<file path="src/rtl/clock24_set_ctrl_if.sv">
// Handshake-free signal bundle between the 24 h clock set controller and its environment.
// master drives time/buttons/DST, slave (the controller) drives load and display hints.
interface clock24_set_ctrl_if;
  logic [23:0] disp_time;
  logic        btn_mode;
  logic        btn_inc;
  logic        spring_szn;
  logic        load;
  logic [23:0] load_time;
  logic [1:0]  edit_field;
  logic        blink;

  modport master (
    output disp_time, btn_mode, btn_inc, spring_szn,
    input  load, load_time, edit_field, blink
  );

  modport slave (
    input  disp_time, btn_mode, btn_inc, spring_szn,
    output load, load_time, edit_field, blink
  );
endinterface

</file>
<file path="src/rtl/clock24_set_ctrl.sv">
// Time-setting and daylight-saving sequencer for a BCD HHMMSS clock; emits a one-cycle
// load pulse with the new time one cycle after the triggering edge, plus edit/blink hints.
module clock24_set_ctrl #(
  parameter int HOLD_CYCLES = 500,
  parameter int BLINK_DIV   = 250,
  parameter int TIMEOUT     = 10000
) (
  input logic               kh_clk,
  input logic               reset,
  clock24_set_ctrl_if.slave bus
);

  localparam int HW = $clog2(HOLD_CYCLES + 1);
  localparam int BW = $clog2(BLINK_DIV + 1);
  localparam int TW = $clog2(TIMEOUT + 1);

  typedef enum logic [2:0] {RUN, SET_HR, SET_MIN, SET_SEC, COMMIT} state_t;

  state_t      state;
  logic [23:0] shadow;
  logic        mode_q, inc_q, szn_q, armed;
  logic [HW-1:0] hold_cnt;
  logic [BW-1:0] blink_cnt;
  logic [TW-1:0] tmo_cnt;

  logic        mode_rise, inc_rise, szn_rise, szn_fall;
  logic        hr_or_min, repeat_hit, inc_evt;
  logic [23:0] shadow_dst, shadow_upd;

  function automatic logic [7:0] hr_inc(input logic [7:0] h);
    if (h[7:4] > 4'd2 || h[3:0] > 4'd9 || (h[7:4] == 4'd2 && h[3:0] >= 4'd3))
      return 8'h00;
    else if (h[3:0] == 4'd9)
      return {h[7:4] + 4'd1, 4'd0};
    else
      return {h[7:4], h[3:0] + 4'd1};
  endfunction

  function automatic logic [7:0] hr_dec(input logic [7:0] h);
    if (h == 8'h00 || h[7:4] > 4'd2 || h[3:0] > 4'd9 || (h[7:4] == 4'd2 && h[3:0] > 4'd3))
      return 8'h23;
    else if (h[3:0] == 4'd0)
      return {h[7:4] - 4'd1, 4'd9};
    else
      return {h[7:4], h[3:0] - 4'd1};
  endfunction

  function automatic logic [7:0] min_inc(input logic [7:0] m);
    if (m[7:4] > 4'd5 || m[3:0] > 4'd9 || m == 8'h59)
      return 8'h00;
    else if (m[3:0] == 4'd9)
      return {m[7:4] + 4'd1, 4'd0};
    else
      return {m[7:4], m[3:0] + 4'd1};
  endfunction

  // armed gates edges so the first cycle out of reset only samples the levels
  assign mode_rise  = armed & bus.btn_mode & ~mode_q;
  assign inc_rise   = armed & bus.btn_inc & ~inc_q;
  assign szn_rise   = armed & bus.spring_szn & ~szn_q;
  assign szn_fall   = armed & ~bus.spring_szn & szn_q;
  assign hr_or_min  = (state == SET_HR) || (state == SET_MIN);
  assign repeat_hit = hr_or_min & bus.btn_inc & ~inc_rise & (hold_cnt == HW'(HOLD_CYCLES - 1));
  assign inc_evt    = inc_rise | repeat_hit;

  always_comb begin
    shadow_dst = shadow;
    if (szn_rise)
      shadow_dst[23:16] = hr_inc(shadow[23:16]);
    else if (szn_fall)
      shadow_dst[23:16] = hr_dec(shadow[23:16]);
  end

  always_comb begin
    shadow_upd = shadow_dst;
    if (inc_evt && !mode_rise) begin
      case (state)
        SET_HR:  shadow_upd[23:16] = hr_inc(shadow_dst[23:16]);
        SET_MIN: shadow_upd[15:8]  = min_inc(shadow_dst[15:8]);
        SET_SEC: shadow_upd[7:0]   = 8'h00;
        default: shadow_upd = shadow_dst;
      endcase
    end
  end

  always_ff @(posedge kh_clk or negedge reset) begin
    if (!reset) begin
      state          <= RUN;
      shadow         <= '0;
      mode_q         <= 1'b0;
      inc_q          <= 1'b0;
      szn_q          <= 1'b0;
      armed          <= 1'b0;
      hold_cnt       <= '0;
      blink_cnt      <= '0;
      tmo_cnt        <= '0;
      bus.load       <= 1'b0;
      bus.load_time  <= '0;
      bus.edit_field <= 2'd0;
      bus.blink      <= 1'b0;
    end else begin
      mode_q   <= bus.btn_mode;
      inc_q    <= bus.btn_inc;
      szn_q    <= bus.spring_szn;
      armed    <= 1'b1;
      bus.load <= 1'b0;

      if (!bus.btn_inc || inc_rise || mode_rise || !hr_or_min || repeat_hit)
        hold_cnt <= '0;
      else
        hold_cnt <= hold_cnt + 1'b1;

      case (state)
        RUN: begin
          bus.edit_field <= 2'd0;
          bus.blink      <= 1'b0;
          // A DST edge right behind a load is dropped so load never stays high two cycles
          if ((szn_rise || szn_fall) && !bus.load) begin
            bus.load      <= 1'b1;
            bus.load_time <= {szn_rise ? hr_inc(bus.disp_time[23:16]) : hr_dec(bus.disp_time[23:16]),
                              bus.disp_time[15:0]};
          end else if (mode_rise) begin
            state          <= SET_HR;
            shadow         <= bus.disp_time;
            bus.edit_field <= 2'd1;
            bus.blink      <= 1'b1;
            blink_cnt      <= '0;
            tmo_cnt        <= '0;
          end
        end

        SET_HR, SET_MIN, SET_SEC: begin
          shadow <= shadow_upd;
          if (mode_rise) begin
            tmo_cnt   <= '0;
            blink_cnt <= '0;
            bus.blink <= 1'b1;
            case (state)
              SET_HR: begin
                state          <= SET_MIN;
                bus.edit_field <= 2'd2;
              end
              SET_MIN: begin
                state          <= SET_SEC;
                bus.edit_field <= 2'd3;
              end
              default: begin
                state          <= COMMIT;
                bus.edit_field <= 2'd0;
                bus.blink      <= 1'b0;
                bus.load       <= 1'b1;
                bus.load_time  <= shadow_dst;
              end
            endcase
          end else if (!inc_rise && tmo_cnt == TW'(TIMEOUT - 1)) begin
            state          <= RUN;
            bus.edit_field <= 2'd0;
            bus.blink      <= 1'b0;
          end else begin
            tmo_cnt <= inc_rise ? '0 : tmo_cnt + 1'b1;
            if (blink_cnt == BW'(BLINK_DIV - 1)) begin
              blink_cnt <= '0;
              bus.blink <= ~bus.blink;
            end else begin
              blink_cnt <= blink_cnt + 1'b1;
            end
          end
        end

        default: begin
          state          <= RUN;
          bus.edit_field <= 2'd0;
          bus.blink      <= 1'b0;
        end
      endcase
    end
  end

endmodule

</file>
<file path="src/flat_wrapper.sv">
// flat-port wrapper written by rule: the top's interface ports become plain ports
module clock24_set_ctrl_flat 
#(
  parameter int HOLD_CYCLES = 500,
  parameter int BLINK_DIV   = 250,
  parameter int TIMEOUT     = 10000
)
  (kh_clk, reset, bus_disp_time, bus_btn_mode, bus_btn_inc, bus_spring_szn, bus_load, bus_load_time, bus_edit_field, bus_blink);
  clock24_set_ctrl_if bus_i ();
  input logic kh_clk;
  input logic reset;
  input wire logic [$bits(bus_i.disp_time)-1:0] bus_disp_time;
  input wire logic [$bits(bus_i.btn_mode)-1:0] bus_btn_mode;
  input wire logic [$bits(bus_i.btn_inc)-1:0] bus_btn_inc;
  input wire logic [$bits(bus_i.spring_szn)-1:0] bus_spring_szn;
  output wire logic [$bits(bus_i.load)-1:0] bus_load;
  output wire logic [$bits(bus_i.load_time)-1:0] bus_load_time;
  output wire logic [$bits(bus_i.edit_field)-1:0] bus_edit_field;
  output wire logic [$bits(bus_i.blink)-1:0] bus_blink;
  assign bus_i.disp_time = bus_disp_time;
  assign bus_i.btn_mode = bus_btn_mode;
  assign bus_i.btn_inc = bus_btn_inc;
  assign bus_i.spring_szn = bus_spring_szn;
  assign bus_load = bus_i.load;
  assign bus_load_time = bus_i.load_time;
  assign bus_edit_field = bus_i.edit_field;
  assign bus_blink = bus_i.blink;
  clock24_set_ctrl #(.HOLD_CYCLES(HOLD_CYCLES), .BLINK_DIV(BLINK_DIV), .TIMEOUT(TIMEOUT)) u_core (.kh_clk(kh_clk), .reset(reset), .bus(bus_i));
endmodule
</file>
<file path="config.mk">
export PLATFORM = sky130hd
export DESIGN_NAME = clock24_set_ctrl_flat
export DESIGN_NICKNAME = d
export VERILOG_FILES = /design/src/rtl/clock24_set_ctrl_if.sv /design/src/rtl/clock24_set_ctrl.sv /design/src/flat_wrapper.sv
export SDC_FILE = /design/constraint.sdc
export NUM_CORES = 1
export LEC_CHECK = 0
export BUFFER_PORTS_ARGS = -buffer_cell sky130_fd_sc_hd__buf_2
export CAP_MARGIN = 20
export CORE_MARGIN = 2
export CORE_UTILIZATION = 35
export CTS_CLUSTER_SIZE = 24
export DETAILED_ROUTE_END_ITERATION = 10
export GPL_ROUTABILITY_DRIVEN = 0
export HOLD_SLACK_MARGIN = 0.08
export PLACE_DENSITY = 0.62
export SYNTH_ARGS = -nofsm -noshare
export SYNTH_HDL_FRONTEND = slang
export SYNTH_SLANG_ARGS = --single-unit
</file>
<file path="constraint.sdc">
create_clock -name kh_clk -period 3.15 [get_ports kh_clk]
set_clock_uncertainty 0.15 [all_clocks]
set_input_delay 0 -clock kh_clk [delete_from_list [all_inputs] [get_ports kh_clk]]
set_output_delay 0 -clock kh_clk [all_outputs]
set_load 0.005 [all_outputs]
</file>
==> results.ini <==
[global_route]
grt_usage_pct=17.8
grt_pass1_vias=4987
grt_antenna_before_repair=0
grt_max_degree=71
grt-ovfl-total=0
grt_pass1_wl_um=24300

[yosys]
async_reset_ff_share_pct=100
ys_ff_latch=90
syn_inst=654
ys_types=74
seq_area_frac_synth_pct=40.1
synth_ff_type=dfrtp_1
synth_warnings=0
synth_nets=699
syn_avg_cell_area_sq_um=8.58
synth_area_sq_um=5610
synth_edf_count=0

[drt]
wl_met2_um=6550
firstDrtPassIters=4
wl_um=14400
first_iter_violations=312
wl_met3_um=641
route.layer.met1.wl_um=6940
ant_nets=0
vias=5161
vias_per_cell=5.35
wl_per_cell_um=15.0
drcViolationCount=0
highest_layer=met4

[cells_and_area]
nNetsFinal=789
layout_common_cells=95 x nand2_1, 89 x dfrtp_1, 77 x nor2_1
drive_above_1_share_pct=18.6
diodes=0
final_core_util_pct=43.4
fin_area_sq_um=6850
final_common_cell=nand2_1
areaGrowthSynthToFinish_pct=22.0

[power]
p_seq_share_pct=32.7
cellLeakagePower_nw=2.91
pwr-share-clk_pct=19.6
switchingPower_w=0.00255
internal_power_w=0.00342
swShare_pct=42.7
peakVddDrop_v=0.000586
comb_power_share_pct=47.7
power.density_nw_per_um2=873

[timing]
finalSetupTns_ns=0
slew_headroom_pct=39.1
hold_violations=0
min_period_ns=2.95
post-route-period-util_pct=93.6
setup_viol=0
tightest_slew_ns=0.914
drv_slew=0
fmax_mhz=339

[setup_path]
cp.arrival_ns=3.02
rr_startpoint=u_core.shadow[17]
cp_data_required_time_ns=3.22
critPathLaunch=u_core.shadow[17]
start_kind=register
path_max_fanout=11
end_kind=register
path_class=reg -> reg

[clock_tree]
clk_pin_slew_ns=0.07
h-tree-depth=3
cts_sinks=90
cts_made_buffers=9
cts_root_buffer=clkbuf_16
post_cts_buffers=0
cts_buffer_depth=2
cts_tree=done
clk_latency_ns=0.35

[die]
die_w_um=131
rows=46
core-area_sq_um=15800
io_pins=57
dieArea_sq_um=17100
die_h_um=131
initial_core_util_pct=35.6

[job]
maxCapViolCount=0

[placed_design]
placed_cell_area_sq_um=6230
portBuffers=56
hpwl_um=10000

[run_status]
status=finished clean

[min_path]
hold_path_class=in -> async

power by group through the flow:
stage / sequential, W / combinational, W / clock [W]
3_3_place_gp: 0.00196 / 0.00280 / 0
5_1_grt: 0.00202 / 0.00320 / 0.00126
4_1_cts: 0.00194 / 0.00284 / 0.00120
2_1_floorplan: 0.00184 / 0.00202 / 0
6_report: 0.00196 / 0.00285 / 0.00117
3_5_place_dp: 0.00196 / 0.00280 / 0
final cells by class:
class / instances / area (sq um)
Clock buffer: 9 / 225
Clock inverter: 6 / 90.1
Fill cell: 1578 / 8920
Inverter: 18 / 67.6
Timing Repair Buffer: 113 / 781
Sequential cell: 90 / 2250
Multi-Input combinational cell: 512 / 3160
Tap cell: 216 / 270
synth_stat cells (4+ instances only):
library cell	n	area, sq um
nand2_1	95	357
dfrtp_1	90	2250
nor2_1	78	293
o21ai_0	60	300
a21oi_1	26	130
a31oi_1	24	150
clkbuf_1	23	86.3
nand3_1	21	105
inv_1	18	67.6
ha_1	16	200
and3_1	14	87.6
nor3_1	13	65.1
xnor2_1	13	114
nor4_1	8	50.1
a211oi_1	7	52.6
o31ai_1	7	52.6
a211o_1	6	52.6
nand2b_1	6	37.5
nand3b_1	6	45.0
nand4_1	6	37.5
o21ai_1	6	30.0
mux2i_1	5	50.1
nor2b_1	5	31.3
or2_2	5	31.3
a211oi_2	4	50.1
a22o_1	4	35.0
buf_2	4	20.0
buf_4	4	30.0
o211ai_1	4	30.0
or3_1	4	25.0
xor2_1	4	35.0
metrics by stage:
step | hold slack [ns] | total power [W] | setup WS, ns | std cells
after floorplan | -0.446 | 0.00387 | 0.198 | 654
after global placement | -0.00223 | 0.00476 | 0.233 | 921
after detailed placement | -0.00498 | 0.00476 | 0.174 | 921
after CTS | 0.175 | 0.00597 | 0.158 | 964
after global routing | 0.192 | 0.00648 | -0.0350 | 964
final | 0.177 | 0.00597 | 0.202 | 964
cells by family after synthesis:
group | after synthesis | share of synthesized area (%)
adder cells (fa/ha/maj) | 16 | 3.57
XOR/XNOR | 17 | 2.65
buffers and inverters | 52 | 4.10
AO/OA/AOI/OAI | 190 | 23.3
multiplexers | 8 | 1.49
AND/OR/NAND/NOR | 280 | 24.7
other | 1 | 0.0668
flip-flops | 90 | 40.1
state kept, by name, summed over array words and instances, names as in the netlist:
signal,flops
u_core.bus.load_time,24
u_core.state,3
u_core.inc_q,1
u_core.armed,1
u_core.bus.load,1
u_core.bus.edit_field,2
u_core.blink_cnt,8
u_core.tmo_cnt,14
u_core.mode_q,1
u_core.hold_cnt,9
u_core.shadow,24
u_core.szn_q,1
u_core.bus.blink,1
what timing repair did:
| item | 4_1_cts | 5_1_grt |
|---|---|---|
| resized for setup | 0 | 4 |
| hold buffers | 28 | 0 |
| endpoints found under the hold margin | 119 | 0 |
| setup endpoints to repair | 0 | 5 |
worst max-delay path, cell delays in order (launching register included):
cell	delay, ns
dfrtp_1	0.53
nor4bb_4	0.49
mux2i_1	0.28
nor3_1	0.07
nor3_1	0.26
inv_1	0.12
ha_1	0.24
o211ai_2	0.17
o22ai_2	0.14
nor2b_4	0.22
o221ai_1	0.15
worst paths after layout:
kind	end	slack, ns	cells past startpoint
min	u_core.tmo_cnt[4]	0.18	2
max reg2reg	u_core.shadow[20]	0.20	10
max in group asynchronous	u_core.bus.load_time[11]	1.96	3
min reg2reg	u_core.hold_cnt[0]	0.30	1
min in group kh_clk	u_core.mode_q	0.18	2
max	u_core.shadow[20]	0.20	10
routing by layer:
layer	track usage [%]	vias up
met1	25.1	2463
met4	6.13	0
met3	3.95	24
met2	27.1	133
met5	0	-
li1	-	2541
Note: power is estimated with default switching activity, not from simulation.
